File: config.mk
export PLATFORM = sky130hd
export DESIGN_NAME = uart_tx_buf
export DESIGN_NICKNAME = d
export VERILOG_FILES = /design/src/rtl/uart_tx_buf_pkg.sv /design/src/rtl/tx_fifo.sv /design/src/rtl/uart_tx_buf.sv
export SDC_FILE = /design/constraint.sdc
export NUM_CORES = 1
export LEC_CHECK = 0
export CAP_MARGIN = 20
export CORE_UTILIZATION = 50
export CTS_CLUSTER_DIAMETER = 150
export DETAILED_ROUTE_END_ITERATION = 12
export PLACE_DENSITY = 0.78
export SYNTH_ARGS = -nofsm -noshare
export SYNTH_HDL_FRONTEND = slang
export SYNTH_SLANG_ARGS = --single-unit
File: constraint.sdc
create_clock -name clk -period 5.62 [get_ports clk]
set_input_delay 0.843 -clock clk [delete_from_list [all_inputs] [get_ports clk]]
set_output_delay 0.843 -clock clk [all_outputs]
set_load 0.03 [all_outputs]
File: src/rtl/uart_tx_buf_pkg.sv
// Shared constants for uart_tx_buf: register addresses, STATUS bit positions, serializer states.
package uart_tx_buf_pkg;

  localparam logic [31:0] TXDATA_ADDR = 32'h4000_0018;
  localparam logic [31:0] STATUS_ADDR = 32'h4000_0020;

  localparam int ST_FULL    = 0;
  localparam int ST_EMPTY   = 1;
  localparam int ST_BUSY    = 2;
  localparam int ST_IRQ_EN  = 3;
  localparam int ST_DONE    = 4;
  localparam int ST_OVF     = 5;
  localparam int ST_CNT_LSB = 8;

  typedef enum logic [1:0] {
    IDLE  = 2'd0,
    START = 2'd1,
    DATA  = 2'd2,
    STOP  = 2'd3
  } tx_state_t;

endpackage

File: src/rtl/tx_fifo.sv
// Byte FIFO, push/pop take effect on the same edge; dout is the head, valid when not empty.
// Push into a full FIFO is accepted only when a pop happens on that edge, otherwise dropped.
module tx_fifo #(
  parameter int DEPTH = 8,
  parameter int CW    = $clog2(DEPTH) + 1
) (
  input  logic          clk,
  input  logic          reset,
  input  logic          push,
  input  logic          pop,
  input  logic [7:0]    din,
  output logic          full,
  output logic          empty,
  output logic [CW-1:0] count,
  output logic [7:0]    dout
);

  localparam int AW = $clog2(DEPTH);

  logic [7:0]    mem [DEPTH];
  logic [AW-1:0] wr_ptr;
  logic [AW-1:0] rd_ptr;
  logic          do_push;
  logic          do_pop;

  assign full    = (count == CW'(DEPTH));
  assign empty   = (count == '0);
  assign dout    = mem[rd_ptr];
  assign do_pop  = pop && !empty;
  assign do_push = push && (!full || do_pop);

  // Power-of-two depth lets the pointers wrap naturally.
  always_ff @(posedge clk or negedge reset) begin
    if (!reset) begin
      wr_ptr <= '0;
      rd_ptr <= '0;
      count  <= '0;
    end else begin
      if (do_push) wr_ptr <= wr_ptr + AW'(1);
      if (do_pop)  rd_ptr <= rd_ptr + AW'(1);
      count <= count + CW'(do_push) - CW'(do_pop);
    end
  end

  always_ff @(posedge clk) begin
    if (do_push) mem[wr_ptr] <= din;
  end

endmodule

File: src/rtl/uart_tx_buf.sv
// Memory-mapped buffered 8N1 UART transmitter; tx falls one edge after a TXDATA write to an idle unit.
// A write to a full FIFO is dropped and flags overflow; the CPU bus never stalls.
module uart_tx_buf
  import uart_tx_buf_pkg::*;
#(
  parameter int BAUD_DIV = 5208,
  parameter int DEPTH    = 8
) (
  input  logic        clk,
  input  logic        reset,
  input  logic        mem_wr,
  input  logic        mem_rd,
  input  logic [31:0] addr,
  input  logic [31:0] wdata,
  output logic [31:0] rdata,
  output logic        tx,
  output logic        irq
);

  localparam int          CW     = $clog2(DEPTH) + 1;
  localparam logic [15:0] RELOAD = 16'(BAUD_DIV - 1);

  tx_state_t      state, state_nxt;
  logic [15:0]    baud_cnt, baud_cnt_nxt;
  logic [2:0]     bit_idx, bit_idx_nxt;
  logic [7:0]     shift, shift_nxt;
  logic           period_end;
  logic           irq_en, done_pend, overflow;
  logic           fifo_full, fifo_empty, fifo_pop;
  logic [CW-1:0]  fifo_count;
  logic [7:0]     fifo_dout;
  logic           wr_txdata, wr_status, set_done, drop;
  logic [31:0]    status;
  logic           unused_wdata;

  assign wr_txdata    = mem_wr && (addr == TXDATA_ADDR);
  assign wr_status    = mem_wr && (addr == STATUS_ADDR);
  assign drop         = wr_txdata && fifo_full && !fifo_pop;
  assign set_done     = (state == STOP) && period_end && fifo_empty && !wr_txdata;
  assign irq          = done_pend && irq_en;
  assign unused_wdata = ^wdata[31:8];

  tx_fifo #(.DEPTH(DEPTH), .CW(CW)) u_fifo (
    .clk   (clk),
    .reset (reset),
    .push  (wr_txdata),
    .pop   (fifo_pop),
    .din   (wdata[7:0]),
    .full  (fifo_full),
    .empty (fifo_empty),
    .count (fifo_count),
    .dout  (fifo_dout)
  );

  always_ff @(posedge clk or negedge reset) begin
    if (!reset) begin
      state    <= IDLE;
      baud_cnt <= '0;
      bit_idx  <= '0;
      shift    <= '0;
    end else begin
      state    <= state_nxt;
      baud_cnt <= baud_cnt_nxt;
      bit_idx  <= bit_idx_nxt;
      shift    <= shift_nxt;
    end
  end

  always_comb begin
    state_nxt    = state;
    baud_cnt_nxt = baud_cnt;
    bit_idx_nxt  = bit_idx;
    shift_nxt    = shift;
    fifo_pop     = 1'b0;
    tx           = 1'b1;
    period_end   = (baud_cnt == '0);
    case (state)
      IDLE: begin
        if (!fifo_empty) begin
          fifo_pop     = 1'b1;
          shift_nxt    = fifo_dout;
          baud_cnt_nxt = RELOAD;
          state_nxt    = START;
        end
      end
      START: begin
        tx = 1'b0;
        if (period_end) begin
          state_nxt    = DATA;
          bit_idx_nxt  = '0;
          baud_cnt_nxt = RELOAD;
        end else begin
          baud_cnt_nxt = baud_cnt - 16'd1;
        end
      end
      DATA: begin
        tx = shift[0];
        if (period_end) begin
          shift_nxt    = {1'b0, shift[7:1]};
          baud_cnt_nxt = RELOAD;
          if (bit_idx == 3'd7) state_nxt = STOP;
          else                 bit_idx_nxt = bit_idx + 3'd1;
        end else begin
          baud_cnt_nxt = baud_cnt - 16'd1;
        end
      end
      STOP: begin
        if (period_end) state_nxt    = IDLE;
        else            baud_cnt_nxt = baud_cnt - 16'd1;
      end
      default: state_nxt = IDLE;
    endcase
  end

  // Hardware set beats a simultaneous software clear so no completion is lost.
  always_ff @(posedge clk or negedge reset) begin
    if (!reset) begin
      irq_en    <= 1'b0;
      done_pend <= 1'b0;
      overflow  <= 1'b0;
    end else begin
      if (wr_status) irq_en <= wdata[ST_IRQ_EN];
      if (set_done)                          done_pend <= 1'b1;
      else if (wr_status && wdata[ST_DONE])  done_pend <= 1'b0;
      if (drop)                              overflow  <= 1'b1;
      else if (wr_status && wdata[ST_OVF])   overflow  <= 1'b0;
    end
  end

  always_comb begin
    status                     = '0;
    status[ST_FULL]            = fifo_full;
    status[ST_EMPTY]           = fifo_empty;
    status[ST_BUSY]            = (state != IDLE);
    status[ST_IRQ_EN]          = irq_en;
    status[ST_DONE]            = done_pend;
    status[ST_OVF]             = overflow;
    status[ST_CNT_LSB +: 4]    = 4'(fifo_count);
  end

  assign rdata = (mem_rd && (addr == STATUS_ADDR)) ? status : 32'h0;

endmodule

==> flow_summary.json <==
{
  "maxCapViolations": 0,
  "hold_path_class": "reg -> reg",
  "synthCells": 385,
  "path_clk_slew_ns": 0.10,
  "fin_nets": 527,
  "postCtsSetupBuffers": 0,
  "path_class": "in -> out",
  "cts-htree-levels": 3,
  "ctsHoldBuffers": 0,
  "stdcell_area_sq_um": 5980,
  "yosys_warnings": 0,
  "ys_ff_latch": 106,
  "critical_path_arrival_ns": 3.19,
  "core-area_sq_um": 9910,
  "rows": 36,
  "drc": 0,
  "tightest_slew_ns": 0.940,
  "hpwlAfterDp_microns": 6910,
  "antenna_found_initial": 0,
  "grt_usage_pct": 19.4,
  "grt_pass1_vias": 3245,
  "place_area_sq_um": 5780,
  "netlist_area_sq_um": 5180,
  "grt_pass1_wl_microns": 16200,
  "synth_area_per_cell_sq_um": 13.5,
  "vias_per_cell": 5.61,
  "grt_overflow": 0,
  "leakagePower_nw": 2.23,
  "dieWidth_microns": 104,
  "drtIter0Drc": 209,
  "routed_wl_microns": 9820,
  "setup_ws_ns": 1.59,
  "seq_area_sq_um": 2970,
  "hold_violations": 0,
  "end_kind": "output pin",
  "fin_tns_setup_ns": 0,
  "critPathRequiredTime_ns": 4.78,
  "gp_congestion": 0.772,
  "period_minus_slack_ns": 4.03,
  "synth.distinct_cells": 56,
  "async_flop_share_pct": 39.6,
  "num_io_pins": 102,
  "drive_gt1_share_pct": 14.8,
  "die_area_sq_um": 10800,
  "hold_slack_ns": 0.493,
  "cts_tree": "built",
  "worstSetupStartpointType": "input port",
  "antenna_cells": 0,
  "drv_slew": 0,
  "die_h_microns": 104,
  "fin_util_pct": 60.4,
  "setup_violations": 0,
  "drtPass1Iterations": 4,
  "grt_max_degree": 43,
  "ys.flop_type": "edfxtp_1",
  "wl_per_cell_microns": 16.9,
  "portBuffers": 55,
  "initial_core_util_pct": 52.3,
  "multiInputGateArea_sq_um": 2020,
  "num_vias": 3256,
  "fmax_ghz": 0.248,
  "clockRootBuffer": "clkbuf_8",
  "period_share_pct": 71.7,
  "pre_cts_ws_ns": 1.59,
  "clock_sinks": 106,
  "clkLatencyLatePin_ns": 0.39,
  "ir_worst_vdd_uv": 184,
  "skew_ns": 0.0190,
  "relSlewSlack_pct": 37.3,
  "cts_resized": 0,
  "cts_buffers": 9,
  "clockBufferDepth": 2,
  "yosysSeqAreaShare_pct": 57.4,
  "path_max_fanout": 11,
  "pwr_density_cell_nw_per_um2": 224,
  "outcome": "completed",
  "fillers": 789,
  "rsz0062_at_grt": "no",
  "synth_edf_count": 64,
  "antenna_left": 0,
  "area_growth_pct": 15.4
}
cells in the final DEF (no fill, tap or decap), types with 7 or more instances in the layout:
cell / instances
edfxtp_1: 64
clkdlybuf4s50_1: 54
dfrtp_1: 42
conb_1: 22
nor2_1: 21
a21oi_1: 21
nand2_1: 18
mux4_2: 16
ha_1: 16
inv_1: 12
o21ai_0: 11
mux2_2: 11
and3_1: 9
clkbuf_8: 9
nor3_1: 8
a22o_1: 8
mux2i_1: 8
nor4_1: 7
where the power goes:
group	total [mW]	switching (mW)	leakage [nW]	internal, mW
Sequential	0.826	0.000000142	1.09	0.826
Clock	0.448	0.276	0.0949	0.172
Combinational	0.0635	0.0367	1.05	0.0268
per-layer routing:
layer | track usage [%] | up-vias | routed length, microns
met2 | 33.0 | 96 | 5070
met5 | 0 | - | 0
li1 | - | 1535 | -
met1 | 24.9 | 1617 | 4190
met3 | 4.15 | 8 | 464
met4 | 6.12 | 0 | 101
area by class of cell:
class | count | share of cell area, %
Timing Repair Buffer | 60 | 9.87
Clock inverter | 6 | 0.962
Multi-Input combinational cell | 253 | 33.8
Tap cell | 133 | 2.78
Inverter | 12 | 0.753
Sequential cell | 106 | 49.7
Clock buffer | 10 | 2.13
synth_stat cells, drive strengths merged (5+ instances only):
cell type  instances  area, sq um
xnor2              5         43.8
mux2i              8         80.1
o21ai             12         60.1
or2                6         42.5
edfxtp            64         1920
or4                5         41.3
ha                16          200
a22o               8         70.1
nand2b             6         37.5
mux4              16          360
nor2              21         78.8
a21oi             21          105
and3               9         56.3
nor3              10         72.6
nor4               9         68.8
inv               12         45.0
mux2              12          135
dfrtp             42         1050
nand2             18         67.6
clkbuf             8         30.0
buf               27          191
flip-flops by register name, indices dropped and copies added, names as in the netlist:
name,cells
u_fifo.mem,64
baud_cnt,16
shift,8
u_fifo.count,4
bit_idx,3
u_fifo.rd_ptr,3
u_fifo.wr_ptr,3
state,2
done_pend,1
irq_en,1
overflow,1
logic make-up (layout without fill, tap and decap cells):
group                    Yosys count  in the layout  synth area share (%)
AND/OR/NAND/NOR                  109            109                  12.7
flip-flops                       106            106                  57.4
AO/OA/AOI/OAI                     61             61                  8.04
buffers and inverters             47             88                  5.14
multiplexers                      36             36                  11.1
adder cells (fa/ha/maj)           17             17                  4.25
XOR/XNOR                           8              8                  1.35
other                              1             22                0.0724
critical path, stage by stage:
cell,delay (ns)
clkdlybuf4s50_1,0.40
nor4b_1,0.32
nand4_1,0.22
nor3_1,0.22
buf_4,0.19
and2_1,0.16
nor2b_1,0.15
clkdlybuf4s50_1,0.69
worst paths after layout:
path,endpoint,slack [ns],cells past startpoint,startpoint
max,rdata[1],1.59,8,addr[21]
min,u_fifo.wr_ptr[2],0.49,1,u_fifo.wr_ptr[2]
max reg2reg,u_fifo.mem[7][7],2.65,7,state[0]
min reg2reg,u_fifo.wr_ptr[2],0.49,1,u_fifo.wr_ptr[2]
max in group asynchronous,state[1],4.43,1,reset
min in group asynchronous,bit_idx[1],0.59,1,reset
metrics by stage:
step                power, mW  instances
floorplan               0.876        406
global placement        0.905        563
detailed placement      0.907        563
CTS                      1.35        579
global route             1.38        580
finish                   1.34        580
Note: power is estimated with default switching activity, not from simulation.
